--- src/rtl/hpi_seq_pkg.sv ---
// +-----------------------------------------------------------------------+
// | hpi_seq_pkg: shared types and default timing for hpi_bus_sequencer    |
// | Rev 1.0                                                               |
// +-----------------------------------------------------------------------+
`default_nettype none

package hpi_seq_pkg;

    typedef enum logic [2:0] {
        ST_IDLE    = 3'd0,
        ST_SETUP   = 3'd1,
        ST_STROBE  = 3'd2,
        ST_HOLD    = 3'd3,
        ST_RECOVER = 3'd4,
        ST_CHIPRST = 3'd5
    } hpi_state_e;

    typedef struct packed {
        logic        write;
        logic [1:0]  addr;
        logic [15:0] wdata;
    } hpi_req_t;

    localparam int DEF_SETUP_CYC   = 1;
    localparam int DEF_STROBE_CYC  = 3;
    localparam int DEF_HOLD_CYC    = 1;
    localparam int DEF_RECOVER_CYC = 1;
    localparam int DEF_RESET_CYC   = 16;

    function automatic int max_int(input int a, input int b);
        return (a > b) ? a : b;
    endfunction

endpackage

`default_nettype wire

--- src/rtl/hpi_bus_sequencer_if.sv ---
// +-----------------------------------------------------------------------+
// | hpi_bus_sequencer_if: requester handshake plus HPI pin bundle         |
// | Rev 1.0                                                               |
// +-----------------------------------------------------------------------+
`default_nettype none

interface hpi_bus_sequencer_if;

    logic [1:0]        req_valid;
    logic [1:0]        req_ready;
    logic [1:0]        req_write;
    logic [1:0][1:0]   req_addr;
    logic [1:0][15:0]  req_wdata;
    logic              rsp_valid;
    logic              rsp_port;
    logic [15:0]       rsp_rdata;
    logic              chip_rst_req;
    logic              busy;
    logic [1:0]        hpi_addr;
    logic              hpi_cs_n;
    logic              hpi_r_n;
    logic              hpi_w_n;
    logic              hpi_reset_n;
    logic [15:0]       hpi_data_out;
    logic              hpi_data_oe;
    logic [15:0]       hpi_data_in;

    // The master side also stands in for the board, so it sources hpi_data_in.
    modport master (
        output req_valid, req_write, req_addr, req_wdata, chip_rst_req, hpi_data_in,
        input  req_ready, rsp_valid, rsp_port, rsp_rdata, busy,
        input  hpi_addr, hpi_cs_n, hpi_r_n, hpi_w_n, hpi_reset_n, hpi_data_out, hpi_data_oe
    );

    modport slave (
        input  req_valid, req_write, req_addr, req_wdata, chip_rst_req, hpi_data_in,
        output req_ready, rsp_valid, rsp_port, rsp_rdata, busy,
        output hpi_addr, hpi_cs_n, hpi_r_n, hpi_w_n, hpi_reset_n, hpi_data_out, hpi_data_oe
    );

endinterface

`default_nettype wire

--- src/rtl/hpi_rr_arbiter.sv ---
// +-----------------------------------------------------------------------+
// | hpi_rr_arbiter: two-port round-robin pick, favouring the port that    |
// | was not granted last when both request. Rev 1.0                       |
// +-----------------------------------------------------------------------+
`default_nettype none

module hpi_rr_arbiter (
    input  logic [1:0] valid,
    input  logic       last,
    output logic       grant_valid,
    output logic       grant_idx
);

    always_comb begin
        grant_valid = |valid;
        grant_idx   = 1'b0;
        case (valid)
            2'b01:   grant_idx = 1'b0;
            2'b10:   grant_idx = 1'b1;
            2'b11:   grant_idx = ~last;
            default: grant_idx = 1'b0;
        endcase
    end

endmodule

`default_nettype wire

--- src/rtl/hpi_bus_sequencer.sv ---
// +-----------------------------------------------------------------------+
// | hpi_bus_sequencer: arbitrates two HPI masters and stretches each      |
// | access to programmable setup/strobe/hold/recovery; issues chip reset. |
// | Rev 1.0                                                               |
// +-----------------------------------------------------------------------+
`default_nettype none

module hpi_bus_sequencer
    import hpi_seq_pkg::*;
#(
    parameter int SETUP_CYC   = DEF_SETUP_CYC,
    parameter int STROBE_CYC  = DEF_STROBE_CYC,
    parameter int HOLD_CYC    = DEF_HOLD_CYC,
    parameter int RECOVER_CYC = DEF_RECOVER_CYC,
    parameter int RESET_CYC   = DEF_RESET_CYC
) (
    input  logic               clk_clk,
    input  logic               reset_reset_n,
    hpi_bus_sequencer_if.slave bus
);

    localparam int MAX_CYC = max_int(max_int(max_int(SETUP_CYC, STROBE_CYC),
                                             max_int(HOLD_CYC, RECOVER_CYC)), RESET_CYC);
    localparam int CNT_W   = $clog2(MAX_CYC) + 1;

    typedef logic [CNT_W-1:0] cnt_t;

    hpi_state_e  state_q, state_d;
    cnt_t        cnt_q, cnt_d;
    hpi_req_t    req_q, req_d;
    logic        port_q, port_d;
    logic        last_q, last_d;
    logic        flag_q, flag_d;
    logic        grant_valid, grant_idx, accept, active_d;

    logic        cs_n_q, cs_n_d, r_n_q, r_n_d, w_n_q, w_n_d;
    logic        chip_rst_n_q, chip_rst_n_d, oe_q, oe_d, busy_q, busy_d;
    logic        rsp_valid_q, rsp_valid_d, rsp_port_q, rsp_port_d;
    logic [1:0]  addr_q, addr_d;
    logic [15:0] dout_q, dout_d, rdata_q, rdata_d;

    hpi_rr_arbiter u_arb (
        .valid       (bus.req_valid),
        .last        (last_q),
        .grant_valid (grant_valid),
        .grant_idx   (grant_idx)
    );

    always_comb begin : p_fsm
        state_d     = state_q;
        cnt_d       = cnt_q;
        req_d       = req_q;
        port_d      = port_q;
        last_d      = last_q;
        rsp_valid_d = 1'b0;
        rsp_port_d  = rsp_port_q;
        rdata_d     = rdata_q;
        accept      = 1'b0;

        case (state_q)
            ST_IDLE: begin
                if (flag_q) begin
                    state_d = ST_CHIPRST;
                    cnt_d   = cnt_t'(RESET_CYC - 1);
                end else if (grant_valid) begin
                    accept      = 1'b1;
                    state_d     = ST_SETUP;
                    cnt_d       = cnt_t'(SETUP_CYC - 1);
                    port_d      = grant_idx;
                    last_d      = grant_idx;
                    req_d.write = bus.req_write[grant_idx];
                    req_d.addr  = bus.req_addr[grant_idx];
                    req_d.wdata = bus.req_wdata[grant_idx];
                end
            end
            ST_SETUP: begin
                if (cnt_q == '0) begin
                    state_d = ST_STROBE;
                    cnt_d   = cnt_t'(STROBE_CYC - 1);
                end else begin
                    cnt_d = cnt_q - cnt_t'(1);
                end
            end
            ST_STROBE: begin
                if (cnt_q == '0) begin
                    state_d     = ST_HOLD;
                    cnt_d       = cnt_t'(HOLD_CYC - 1);
                    rsp_valid_d = 1'b1;
                    rsp_port_d  = port_q;
                    rdata_d     = req_q.write ? 16'h0000 : bus.hpi_data_in;
                end else begin
                    cnt_d = cnt_q - cnt_t'(1);
                end
            end
            ST_HOLD: begin
                if (cnt_q == '0) begin
                    state_d = ST_RECOVER;
                    cnt_d   = cnt_t'(RECOVER_CYC - 1);
                end else begin
                    cnt_d = cnt_q - cnt_t'(1);
                end
            end
            ST_RECOVER: begin
                // A pending chip reset goes straight out of recovery so the
                // reset pulse starts without an idle gap.
                if (cnt_q == '0) begin
                    if (flag_q) begin
                        state_d = ST_CHIPRST;
                        cnt_d   = cnt_t'(RESET_CYC - 1);
                    end else begin
                        state_d = ST_IDLE;
                    end
                end else begin
                    cnt_d = cnt_q - cnt_t'(1);
                end
            end
            ST_CHIPRST: begin
                if (cnt_q == '0) begin
                    state_d = ST_IDLE;
                end else begin
                    cnt_d = cnt_q - cnt_t'(1);
                end
            end
            default: state_d = ST_IDLE;
        endcase

        // Requests arriving while a reset is starting or running merge into it.
        if ((state_q == ST_CHIPRST) || (state_d == ST_CHIPRST)) begin
            flag_d = 1'b0;
        end else begin
            flag_d = flag_q | bus.chip_rst_req;
        end

        // Pin values are derived from the next state so they can be registered.
        active_d     = (state_d == ST_SETUP) || (state_d == ST_STROBE) || (state_d == ST_HOLD);
        cs_n_d       = ~active_d;
        r_n_d        = ~((state_d == ST_STROBE) && !req_d.write);
        w_n_d        = ~((state_d == ST_STROBE) && req_d.write);
        oe_d         = active_d && req_d.write;
        addr_d       = active_d ? req_d.addr : addr_q;
        dout_d       = (active_d && req_d.write) ? req_d.wdata : dout_q;
        chip_rst_n_d = (state_d != ST_CHIPRST);
        busy_d       = (state_d != ST_IDLE);
    end

    always_ff @(posedge clk_clk or negedge reset_reset_n) begin
        if (!reset_reset_n) begin
            state_q      <= ST_IDLE;
            cnt_q        <= '0;
            req_q        <= '0;
            port_q       <= 1'b0;
            last_q       <= 1'b1;
            flag_q       <= 1'b0;
            cs_n_q       <= 1'b1;
            r_n_q        <= 1'b1;
            w_n_q        <= 1'b1;
            chip_rst_n_q <= 1'b1;
            oe_q         <= 1'b0;
            busy_q       <= 1'b0;
            rsp_valid_q  <= 1'b0;
            rsp_port_q   <= 1'b0;
            addr_q       <= 2'b00;
            dout_q       <= 16'h0000;
            rdata_q      <= 16'h0000;
        end else begin
            state_q      <= state_d;
            cnt_q        <= cnt_d;
            req_q        <= req_d;
            port_q       <= port_d;
            last_q       <= last_d;
            flag_q       <= flag_d;
            cs_n_q       <= cs_n_d;
            r_n_q        <= r_n_d;
            w_n_q        <= w_n_d;
            chip_rst_n_q <= chip_rst_n_d;
            oe_q         <= oe_d;
            busy_q       <= busy_d;
            rsp_valid_q  <= rsp_valid_d;
            rsp_port_q   <= rsp_port_d;
            addr_q       <= addr_d;
            dout_q       <= dout_d;
            rdata_q      <= rdata_d;
        end
    end

    assign bus.req_ready    = (accept && reset_reset_n) ? (grant_idx ? 2'b10 : 2'b01) : 2'b00;
    assign bus.rsp_valid    = rsp_valid_q;
    assign bus.rsp_port     = rsp_port_q;
    assign bus.rsp_rdata    = rdata_q;
    assign bus.busy         = busy_q;
    assign bus.hpi_addr     = addr_q;
    assign bus.hpi_cs_n     = cs_n_q;
    assign bus.hpi_r_n      = r_n_q;
    assign bus.hpi_w_n      = w_n_q;
    assign bus.hpi_reset_n  = chip_rst_n_q;
    assign bus.hpi_data_out = dout_q;
    assign bus.hpi_data_oe  = oe_q;

endmodule

`default_nettype wire

--- src/flat_wrapper.sv ---
// flat-port wrapper written by rule: the top's interface ports become plain ports
module hpi_bus_sequencer_flat import hpi_seq_pkg::*;
#(
    parameter int SETUP_CYC   = DEF_SETUP_CYC,
    parameter int STROBE_CYC  = DEF_STROBE_CYC,
    parameter int HOLD_CYC    = DEF_HOLD_CYC,
    parameter int RECOVER_CYC = DEF_RECOVER_CYC,
    parameter int RESET_CYC   = DEF_RESET_CYC
)
  (clk_clk, reset_reset_n, bus_req_valid, bus_req_write, bus_req_addr, bus_req_wdata, bus_chip_rst_req, bus_hpi_data_in, bus_req_ready, bus_rsp_valid, bus_rsp_port, bus_rsp_rdata, bus_busy, bus_hpi_addr, bus_hpi_cs_n, bus_hpi_r_n, bus_hpi_w_n, bus_hpi_reset_n, bus_hpi_data_out, bus_hpi_data_oe);
  hpi_bus_sequencer_if bus_i ();
  input  logic clk_clk;
  input  logic reset_reset_n;
  input wire logic [$bits(bus_i.req_valid)-1:0] bus_req_valid;
  input wire logic [$bits(bus_i.req_write)-1:0] bus_req_write;
  input wire logic [$bits(bus_i.req_addr)-1:0] bus_req_addr;
  input wire logic [$bits(bus_i.req_wdata)-1:0] bus_req_wdata;
  input wire logic [$bits(bus_i.chip_rst_req)-1:0] bus_chip_rst_req;
  input wire logic [$bits(bus_i.hpi_data_in)-1:0] bus_hpi_data_in;
  output wire logic [$bits(bus_i.req_ready)-1:0] bus_req_ready;
  output wire logic [$bits(bus_i.rsp_valid)-1:0] bus_rsp_valid;
  output wire logic [$bits(bus_i.rsp_port)-1:0] bus_rsp_port;
  output wire logic [$bits(bus_i.rsp_rdata)-1:0] bus_rsp_rdata;
  output wire logic [$bits(bus_i.busy)-1:0] bus_busy;
  output wire logic [$bits(bus_i.hpi_addr)-1:0] bus_hpi_addr;
  output wire logic [$bits(bus_i.hpi_cs_n)-1:0] bus_hpi_cs_n;
  output wire logic [$bits(bus_i.hpi_r_n)-1:0] bus_hpi_r_n;
  output wire logic [$bits(bus_i.hpi_w_n)-1:0] bus_hpi_w_n;
  output wire logic [$bits(bus_i.hpi_reset_n)-1:0] bus_hpi_reset_n;
  output wire logic [$bits(bus_i.hpi_data_out)-1:0] bus_hpi_data_out;
  output wire logic [$bits(bus_i.hpi_data_oe)-1:0] bus_hpi_data_oe;
  assign bus_i.req_valid = bus_req_valid;
  assign bus_i.req_write = bus_req_write;
  assign bus_i.req_addr = bus_req_addr;
  assign bus_i.req_wdata = bus_req_wdata;
  assign bus_i.chip_rst_req = bus_chip_rst_req;
  assign bus_i.hpi_data_in = bus_hpi_data_in;
  assign bus_req_ready = bus_i.req_ready;
  assign bus_rsp_valid = bus_i.rsp_valid;
  assign bus_rsp_port = bus_i.rsp_port;
  assign bus_rsp_rdata = bus_i.rsp_rdata;
  assign bus_busy = bus_i.busy;
  assign bus_hpi_addr = bus_i.hpi_addr;
  assign bus_hpi_cs_n = bus_i.hpi_cs_n;
  assign bus_hpi_r_n = bus_i.hpi_r_n;
  assign bus_hpi_w_n = bus_i.hpi_w_n;
  assign bus_hpi_reset_n = bus_i.hpi_reset_n;
  assign bus_hpi_data_out = bus_i.hpi_data_out;
  assign bus_hpi_data_oe = bus_i.hpi_data_oe;
  hpi_bus_sequencer #(.SETUP_CYC(SETUP_CYC), .STROBE_CYC(STROBE_CYC), .HOLD_CYC(HOLD_CYC), .RECOVER_CYC(RECOVER_CYC), .RESET_CYC(RESET_CYC)) u_core (.clk_clk(clk_clk), .reset_reset_n(reset_reset_n), .bus(bus_i));
endmodule
--- config.mk ---
export PLATFORM = sky130hd
export DESIGN_NAME = hpi_bus_sequencer_flat
export DESIGN_NICKNAME = d
export VERILOG_FILES = /design/src/rtl/hpi_seq_pkg.sv /design/src/rtl/hpi_bus_sequencer_if.sv /design/src/rtl/hpi_rr_arbiter.sv /design/src/rtl/hpi_bus_sequencer.sv /design/src/flat_wrapper.sv
export SDC_FILE = /design/constraint.sdc
export NUM_CORES = 1
export LEC_CHECK = 0
export ABC_AREA = 1
export BUFFER_PORTS_ARGS = -buffer_cell sky130_fd_sc_hd__clkbuf_2
export CAP_MARGIN = 5
export CORE_MARGIN = 3
export CORE_UTILIZATION = 46
export DETAILED_ROUTE_END_ITERATION = 8
export PLACE_DENSITY = 0.81
export SLEW_MARGIN = 20
export SYNTH_ARGS = -nofsm -noshare
export SYNTH_HDL_FRONTEND = slang
export SYNTH_SLANG_ARGS = --single-unit
--- constraint.sdc ---
create_clock -name clk_clk -period 1.7 [get_ports clk_clk]
set_clock_uncertainty 0.05 [all_clocks]
set_input_delay 0.255 -clock clk_clk [delete_from_list [all_inputs] [get_ports clk_clk]]
set_output_delay 0.255 -clock clk_clk [all_outputs]
set_load 0.01 [all_outputs]
; ---- After elaboration in Yosys (flattened, before gate mapping)
; Cells that the tools add are included.
[word_totals]
reg_bits = 72
output_inout_bits = 44
in_bits = 59
wordCells = 95
[op_classes]
n_lt_le_gt_ge = 1
n_addsub = 1
n_reduce_logical = 17
eq_ne = 15
n_bitwise = 6
muxes = 36
[op_table]
columns = cell, n
row1 = 19-bit 2-to-1 mux, 3
row2 = 16-bit 2-to-1 mux, 3
row3 = 5-bit 2-to-1 mux, 7
row4 = 5-bit case mux with 5 select lines, 1
row5 = 3-bit 2-to-1 mux, 8
row6 = 3-bit case mux with 6 select lines, 1
row7 = 3-bit by 2-bit == test with 1-bit output (second input constant), 4
row8 = 3-bit == test (second input constant), 3
row9 = 1-bit 2-to-1 mux, 8
row10 = 2-bit 2-to-1 mux, 4
row11 = 3-bit by 1-bit == test with 1-bit output (second input constant), 2
row12 = 5-bit logical NOT, 1
row13 = 1-bit inverter, 5
row14 = 5-bit nonzero test, 1
row15 = 5-bit by 1-bit subtractor with 5-bit output (second input constant), 1
row16 = 2-bit == test (second input constant), 2
row17 = 1-bit logical AND, 4
row18 = 4-bit AND reduction, 1
row19 = 2-bit OR reduction, 2
row20 = 3-bit logical NOT, 1
row21 = 1-bit logical OR, 3
row22 = 3-bit by 1-bit != test with 1-bit output (second input constant), 1
row23 = 3-bit by 2-bit != test with 1-bit output (second input constant), 1
row24 = 3-bit != test (second input constant), 1
row25 = other kinds (8), 8

; ---- Logic depth before layout (Yosys ltp)
; Gate-level depths: netlist of run 1.
[depth]
depth_word = 10
ltp_mapped = 13
mapped_depth_nobuf = 12

; ---- By module
; From an unflattened synthesis of run 1, not the netlist that was laid out.
[unflattened]
hier_cells = 386
area_unflattened_um2 = 3364.5
[by_module_without_submodules]
columns = module, instances, cells_each, area_each_um2, seq_area_each_um2
row1 = hpi_bus_sequencer, 1, 383, 3349.5, 1808.0
row2 = hpi_rr_arbiter, 1, 3, 15.0, 0.0

; ---- Worst setup path after synthesis of run 1
; Ideal clock, no wire load.
[synth_path]
path_type = flip-flop to flip-flop
startpoint = reg u_core.cnt_q[0]
endpoint = reg u_core.dout_q[10], in the netlist u_core.bus.hpi_data_out[10]
slack_ps = -73
stages_incl_launch_ff = 14
arrival_ps = 1606
setup_time_ps = 117
n_path_buf = 2
synth_period_minus_slack_ps = 1773
t_required_ps = 1533
cell_sequence = dfrtp_1 > inv_1 > ha_1 > inv_1 > nor2_2 > nand2_2 > nand2_1 > nand2_1 > nor2_2 > nand3_2 > buf_6 > buf_6 > nand4_1 > nand2_1
[synth_via]
elab_chain_cells = 7
word_cells_on_any_way = 13
classes_between = 3 x eq/ne / 6 x mux / 4 x reduce/logical
[synth_lines]
columns = item, line_no
row1 = "start, declared", hpi_bus_sequencer.sv:29  ; cnt_t cnt_q, cnt_d;
row2 = "start signal, assigned", hpi_bus_sequencer.sv:167  ; cnt_q <= cnt_d;
row3 = 5-bit logical NOT *, --
row4 = "3-bit 2-to-1 mux, on equally long branches", --
row5 = 3-bit case mux with 6 select lines *, hpi_bus_sequencer.sv:60  ; case (state_q)
row6 = 3-bit by 1-bit == test with 1-bit output / 3-bit by 2-bit == test with 1-bit output (equally long branches), hpi_bus_sequencer.sv:135  ; active_d = (state_d == ST_SETUP) || (state_d == ST_STROBE) || (state_d == ST_HOLD);
row7 = 1-bit logical OR, hpi_bus_sequencer.sv:135
row8 = 1-bit logical OR *, hpi_bus_sequencer.sv:135
row9 = 1-bit logical AND *, hpi_bus_sequencer.sv:141  ; dout_d = (active_d && req_d.write) ? req_d.wdata : dout_q;
row10 = "end signal, assigned", hpi_bus_sequencer.sv:181  ; dout_q <= dout_d;
row11 = "end, declared", hpi_bus_sequencer.sv:40  ; logic [15:0] dout_q, dout_d, rdata_q, rdata_d;
; Every way passes the cells marked *; elsewhere a longest branch is shown, timed or not.
; A chain may end at the register's enable or synchronous reset.

; ---- Worst setup path after layout of run 1
[layout_path]
startpoint = reg u_core.state_q[1]
endpoint = reg u_core.dout_q[6], in the netlist u_core.bus.hpi_data_out[6]
[layout_via]
elab_chain_cells = 7
word_cells_on_any_way = 21
classes_between = 8 x eq/ne / 9 x mux / 4 x reduce/logical
[layout_lines]
columns = item, line_no
row1 = "start, declared", hpi_bus_sequencer.sv:28  ; hpi_state_e state_q, state_d;
row2 = "start signal, assigned", hpi_bus_sequencer.sv:166  ; state_q <= state_d;
row3 = 3-bit 2-to-1 mux, hpi_bus_sequencer.sv:65  ; end else if (grant_valid) begin
row4 = 3-bit 2-to-1 mux, hpi_bus_sequencer.sv:62  ; if (flag_q) begin
row5 = 3-bit case mux with 6 select lines, hpi_bus_sequencer.sv:60
row6 = 3-bit by 1-bit == test with 1-bit output / 3-bit by 2-bit == test with 1-bit output (equally long branches), hpi_bus_sequencer.sv:135
row7 = 1-bit logical OR (2 in a row), hpi_bus_sequencer.sv:135
row8 = 1-bit logical AND, hpi_bus_sequencer.sv:141
; Parallel ways exist; a longest one is shown, timed or not.

==> results.txt, run 1 <==
Max rail drop VDD: 0.9763 mV
Ports: 103
Launch point of the worst reg-to-reg path: u_core.state_q[1]
Net Sw Frac: 0.4376
Hold path depth: 3
Largest net degree at the start of global routing: 73
Crit Path Max Fanout: 9
Yosys cell types: 29
Root Driver: clkbuf_8
Ys async rst share: 1.000
Worst slack at placement: -86.33 ps
PD cells: 2026 nW/um^2
Drt wl/cell: 17.57 um
CP top delay family: simple AND/OR/NAND/NOR gates
Critical Path AT: 2230 ps
Most frequent cell after synthesis: nand2_1
Die Area: 8359 sq um
Syn avg cell area: 7.974 sq um
Worst Tran Pin Value: 558.5 ps
Cells on worst reg2reg path: 12
CTS clk-pin slew, worst paths: 90 ps
Layout cell share with drive strength beyond 1: 0.4580
Synth cell count leaders: nand2_1 (211), dfrtp_1 (67), o21ai_0 (22)
Clock buffer depth: 2
Layout area overhead: 51.77%
Synth Flop Type: dfrtp_1
Diode count: 0
Max-cap violation count: 0
P_sw: 0.004518 W
Max stage delay cell, worst path: dfrtp_1
All-Layer GR Usage: 0.2669
Yosys top cell by area: dfrtp_1
Placed insts: 633
Layout fillers: 461
Crit path from: u_core.state_q[1]
Synthesized cell area: 3357 sq um
Achievable Freq: 495.6 MHz
Clk sinks: 72
Initial antenna violation count: 0
Synthesized flop and latch total: 72
Final non-filler cell total: 679
Post-DRT Antenna Nets: 0
Outcome: finished, violations left
Port bufs: 102
Tcrit/Tclk final: 1.187
Width of the die: 91.43 um
Initial Util: 0.4834
Slew Viols, Final: 0
Register area share after synthesis: 0.5386
CP Data Required Time: 1910 ps
CTS tree: done
Total number of yosys warnings: 0
CP max stage delay: 410 ps
Final worst slack: -317.8 ps
DR DRC count: 0
P_int: 0.005807 W
Failing checks: negative setup slack
Vias in the first global route: 3653
Final setup vio count: 32
Hold Startpoint: bus_hpi_data_in[8]
Crit path time final: 2018 ps
Iteration-0 DRC Markers: 516
RSZ-0062 raised after global routing: yes
Leak: 2.810 nW
Setup TNS: -6069 ps
Clock Power Share: 0.144
Clock buffer count from CTS: 9
CORE AREA: 6944 sq um
First-pass GRT wire length: 17.44 mm
Kind of critical path: reg2reg
Synth Instances: 421
Synth Net Count: 482
Sequential Power Share: 0.270
Share of the synthesized area in the top cell type: 0.4994
Row Count: 30
CP bufs+invs: 4
Global route overflow: 0
EDFF count, synth: 0
Final hold violation count: 0
Worst hold path class: in2reg
Area contributors post-synth: dfrtp_1 (50%), nand2_1 (24%), dfstp_2 (3.9%)
WP depth: 12
Combinational power share: 0.586
Worst-Skew Late Latency: 360 ps
H-tree depth: 3
Vias per cell: 5.485
HPWL Detailed: 6.330 mm
CP Cell Sequence: buf_4, buf_4, nand2_1, nor2_1, nand2_4, nand2_2, nor2_4, nand3_4, buf_12, buf_16, nand4_1, nand2_1
Via count: 3724
Initial DRT Pass Iterations: 5
GPL Wtd Cong: 0.8712
Setup crit start kind: flop
Die height: 91.43 um
Routed WL: 11.93 mm
Crit. End Element: flop
Layout Nets: 639
Slew margin rel.: 0.6248
cell type report:
| class | instances | area (sq um) | share of cell area |
|---|---|---|---|
| Inverter | 26 | 106.4 | 0.02087 |
| Tap cell | 96 | 120.1 | 0.02358 |
| Sequential cell | 72 | 1809 | 0.3551 |
| Clock buffer | 12 | 165.2 | 0.03242 |
| Timing Repair Buffer | 165 | 1194 | 0.2343 |
| Clock inverter | 4 | 51.30 | 0.01007 |
| Multi-Input combinational cell | 304 | 1649 | 0.3237 |
power by group through the flow:
stage	clock network [W]	registers (W)	logic (W)
2_1_floorplan	0	0.00284	0.00234
3_3_place_gp	0	0.00274	0.00375
3_5_place_dp	0	0.00276	0.00394
4_1_cts	0.00146	0.00272	0.00513
5_1_grt	0.00158	0.00284	0.00641
6_report	0.00148	0.00279	0.00605
routing by layer:
| layer | GRT usage | wire length (um) | part of all wire |
|---|---|---|---|
| met5 | 0 | 0 | 0 |
| met4 | 0.1332 | 685 | 0.057 |
| met3 | 0.06794 | 1134 | 0.095 |
| met2 | 0.4455 | 5784 | 0.48 |
| met1 | 0.3181 | 4322 | 0.36 |
logic make-up after synthesis:
group           synth area share
fa+ha+maj               0.007453
xor+xnor                0.007828
buf+inv                  0.06336
flops                     0.5386
compound gates           0.06187
simple gates              0.3209
through the flow:
step,area (sq um),util,hold WS (ps),power (W)
2_1_floorplan,3369,-,-90.59,0.005180
3_3_place_gp,4200,0.6049,282.9,0.006482
3_5_place_dp,4200,0.6049,282.7,0.006692
4_1_cts,4863,0.7004,84.60,0.009305
5_1_grt,5095,0.7337,109.7,0.01083
6_report,5095,0.7337,81.63,0.01032
what timing repair did:
action | 4_1_cts | 5_1_grt
setup buffers | 20 | 9
endpoints found under the hold margin | 67 | 0
gates cloned | 5 | 0
pin swaps | 21 | 19
hold buffers | 1 | 0
gates resized for setup | 47 | 62
setup endpoints to repair | 23 | 40
sequential cells by signal (all words and copies together), names as in the netlist, 2 cells and up:
signal and flops:
u_core.cnt_q 5, u_core.bus.rsp_rdata 16, u_core.req_q 19, u_core.bus.hpi_data_out 16
u_core.bus.hpi_addr 2, u_core.state_q 3
worst min-delay path: stages:
cell and delay, ps:
clkbuf_2 80, nand2_1 50, o21ai_0 70
final timing paths:
path	endpoint	slack, ps
worst min register to register	u_core.req_q[13]	430
max in group asynchronous	u_core.last_q	810
min in group asynchronous	u_core.bus.hpi_data_out[5]	400
worst max-delay path	u_core.bus.hpi_data_out[6]	-320
worst min-delay path	u_core.bus.rsp_rdata[8]	80
worst max register to register	u_core.bus.hpi_data_out[6]	-320
cells in the final DEF, fill, tap and decap left out, drive strengths merged, types with 2 or more instances in the layout:
cell,Yosys,layout
a21oi,3,3
nand4,16,16
clkinvlp,0,2
xor2,3,3
clkinv,0,2
nand2,213,213
o21a,2,2
nand3,11,11
nor3,2,2
inv,26,25
o21ai,24,24
clkbuf,6,111
buf,13,64
nor2,20,20
a22oi,3,3
dfrtp,67,67
ha,2,2
o22ai,2,2
dfstp,5,5
Note: power is estimated with default switching activity, not from simulation.
==> run 2: changes to the inputs <==
Settings changed: ABC_AREA 1 to unset, CORE_UTILIZATION 46 to 47, PLACE_DENSITY 0.81 to 0.82, RECOVER_POWER set to 100.
==> run 2 against run 1 <==
Effect of this change: the run still ends with negative setup slack left; maximum frequency fell by 2.0%; synthesized area rose by 2.9%; critical path type unchanged; largest cell class is now multi-input gates; via count fell by 10%; clock power rose by 16%; critical endpoint is now u_core.bus.hpi_data_out[10]; utilization rose by 2.0 points; flip-flop and latch count did not move.
==> results.txt, run 2 <==
Final setup vio count: 54 (+69%)
All-Layer GR Usage: 0.2490 (-0.01794)
Die height: 91.72 um (+0.32%)
Initial antenna violation count: 0 (unchanged)
Routed WL: 12.07 mm (+1.2%)
Slew Viols, Final: 0 (unchanged)
H-tree depth: 3 (unchanged)
Clock buffer count from CTS: 9 (unchanged)
Placed Area: 4304 sq um (+2.5%)
DR DRC count: 0 (unchanged)
Width of the die: 91.72 um (+0.32%)
Most common cell after layout, fill and taps aside: dfrtp_1
Initial Util: 0.4973 (+0.01387)
R2r endpoint: u_core.bus.hpi_data_out[10]
CTS clk-pin slew, worst paths: 90 ps (about the same)
Ports: 103 (unchanged)
GPL Wtd Cong: 0.8982 (+3.1%)
Met1 track demand over resource: 0.2889 (-0.02913)
Most frequent cell after synthesis: dfrtp_1
Synth Flop Type: dfrtp_1
Crit. End Element: flop
CTS tree: done
Achievable Freq: 485.6 MHz (-2.0%)
Max-cap violation count: 0 (unchanged)
Synth Instances: 323 (-23%)
Fin area: 5231 sq um (+2.7%)
EDFF count, synth: 0 (unchanged)
Reg with most FFs: u_core.req_q
Diode count: 0 (unchanged)
CP top delay family: simple AND/OR/NAND/NOR gates
Crit path from: u_core.cnt_q[0]
HPWL Detailed: 5.958 mm (-5.9%)
Yosys cell types: 52 (+79%)
Tcrit/Tclk final: 1.211 (+0.02443)
Final non-filler cell total: 585 (-14%)
Synthesized cell area: 3453 sq um (+2.9%)
Clock buffer depth: 2 (unchanged)
Register area share after synthesis: 0.5236 (-0.01503)
Placed insts: 537 (-15%)
Final worst slack: -359.4 ps (-41.54 ps)
Clk sinks: 72 (unchanged)
Outcome: finished, violations left
Total number of yosys warnings: 0 (unchanged)
Yosys top cell by area: dfrtp_1
Crit Path Max Fanout: 7 (-2)
PD cells: 1694 nW/um^2 (-16%)
Die Area: 8412 sq um (+0.64%)
CP Cell Sequence: inv_2, ha_4, nor4b_2, nand3_2, nand2_4, nor2_8, buf_12, mux2_4
Max FFs per register: 19 (unchanged)
Vias per cell: 5.718 (+4.3%)
Iteration-0 DRC Markers: 270 (-48%)
Final hold violation count: 0 (unchanged)
CP bufs+invs: 2 (-2)
Setup crit start kind: flop
Area contributors post-synth: dfrtp_1 (49%), nand2_1 (5.9%), o21ai_0 (5.5%)
Ys async rst share: 1.000 (unchanged)
Worst Tran Pin Value: 1168 ps (+609.4 ps)
Layout fillers: 404 (-12%)
Slew margin rel.: 0.2214 (-0.4034)
Vias in the first global route: 3334 (-8.7%)
Layout Nets: 545 (-15%)
Leak: 2.359 nW (-16%)
Drt wl/cell: 20.64 um (+17%)
Synth cell count leaders: dfrtp_1 (67), nand2_1 (54), o21ai_0 (38)
Layout area overhead: 51.49%
First-pass GRT wire length: 16.46 mm (-5.6%)
WP depth: 8 (-4)
End of the worst hold path: u_core.flag_q
Largest net degree at the start of global routing: 48 (-34%)
RSZ-0062 raised after global routing: yes
Post-DRT Antenna Nets: 0 (unchanged)
Global route overflow: 0 (unchanged)
Crit path time final: 2059 ps (+41.54 ps)
Hold path depth: 2 (-1)
CORE AREA: 6944 sq um (unchanged)
Initial DRT Pass Iterations: 7 (+2)
Critical Path AT: 2250 ps (+20 ps)
Max rail drop VDD: 0.7690 mV (-21%)
M2 GR Usage: 0.4425 (-0.003043)
Share of the synthesized area in the top cell type: 0.4855 (-0.01393)
Worst hold path class: in2reg
Hold Startpoint: bus_chip_rst_req
Worst slack at placement: -302.9 ps (-216.6 ps)
Syn avg cell area: 10.69 sq um (+34%)
CP max stage delay: 420 ps (about the same)
Max stage delay cell, worst path: dfrtp_1
Reg2reg setup slack: -360 ps (-40 ps)
Worst-Skew Late Latency: 350 ps (about the same)
Port bufs: 102 (unchanged)
Kind of critical path: reg2reg
Busiest grt layer: met2
Row Count: 30 (unchanged)
Cells on worst reg2reg path: 8 (-4)
Synthesized flop and latch total: 72 (unchanged)
Failing checks: negative setup slack
Met3 Track Usage GR: 0.04840 (-0.01954)
Most frequent cells in the layout: dfrtp_1 (66), clkbuf_2 (59), clkbuf_1 (44)
Layout cell share with drive strength beyond 1: 0.5112 (+0.05327)
Via count: 3345 (-10%)
Root Driver: clkbuf_8
Launch point of the worst reg-to-reg path: u_core.cnt_q[0]
CP Data Required Time: 1900 ps (about the same)
Synth Net Count: 384 (-20%)
WHS: 78.40 ps (-3.232 ps)
run 2: cell count changes in the layout (fill, tap and decap cells not counted), sizes merged, moves of 3 or more:
| cell | previous run | this run |
|---|---|---|
| nand2 | 213 | 59 |
| mux2 | 0 | 19 |
| nor3 | 2 | 6 |
| nor2 | 20 | 12 |
| mux2i | 0 | 19 |
| nand3 | 11 | 5 |
| a21oi | 3 | 8 |
| nand4 | 16 | 0 |
| o21ai | 24 | 46 |
| inv | 25 | 7 |
| xor2 | 3 | 0 |
| nand2b | 0 | 18 |
run 2: what timing repair did:
action	in CTS	in global routing
endpoints found under the hold margin	25	0
hold buffers	1	0
buffers inserted	13	13
gates cloned	6	1
pin swaps	41	26
setup endpoints to repair	47	59
resized for setup	59	62
run 2: how the worst max path moves through the flow:
stage	endpoint
2_1_floorplan	u_core.bus.hpi_data_out[10]
3_3_place_gp	u_core.cnt_q[0]
3_5_place_dp	u_core.cnt_q[1]
4_1_cts	bus_req_ready[0]
5_1_grt	u_core.bus.hpi_data_out[14]
6_report	u_core.bus.hpi_data_out[10]
run 2: final cells by class:
type                            count  area (sq um)  share of cell area
Clock inverter                      6         115.1             0.02200
Sequential cell                    72          1809              0.3459
Timing Repair Buffer              168          1105              0.2112
Tap cell                           96         120.1             0.02296
Multi-Input combinational cell    227          1924              0.3679
Clock buffer                       10         127.6             0.02440
Inverter                            6         30.03            0.005740
run 2: power breakdown:
group | total [W] | internal (W) | switching, W | leakage [nW]
clock | 0.00172 | 0.000987 | 0.000728 | 0.117
combinational | 0.00438 | 0.00216 | 0.00222 | 1.42
sequential | 0.00277 | 0.00237 | 0.000400 | 0.817
run 2: through the flow:
| step | util | total power [W] | setup TNS, ps |
|---|---|---|---|
| floorplan | - | 0.004968 | -7417 |
| global placement | 0.6198 | 0.005926 | -5603 |
| detailed placement | 0.6198 | 0.006119 | -8947 |
| CTS | 0.7144 | 0.008328 | -9658 |
| global route | 0.7533 | 0.009243 | -20050 |
| finish | 0.7533 | 0.008863 | -13280 |
run 2: cells by family (layout without fill, tap and decap cells):
family / after synthesis / count (layout) / share of synthesized area
simple gates: 108 / 113 / 0.1609
flops: 72 / 72 / 0.5236
buf+inv: 29 / 190 / 0.04638
xor+xnor: 2 / 2 / 0.005073
mux: 38 / 38 / 0.1304
fa+ha+maj: 3 / 3 / 0.01051
compound gates: 71 / 71 / 0.1232
run 2: routing by layer:
metal,wire (um),vias up,part of all wire
li1,-,1448,-
met1,4575,1697,0.38
met2,6434,158,0.53
met3,597,42,0.049
met4,466,0,0.039
met5,0,-,0
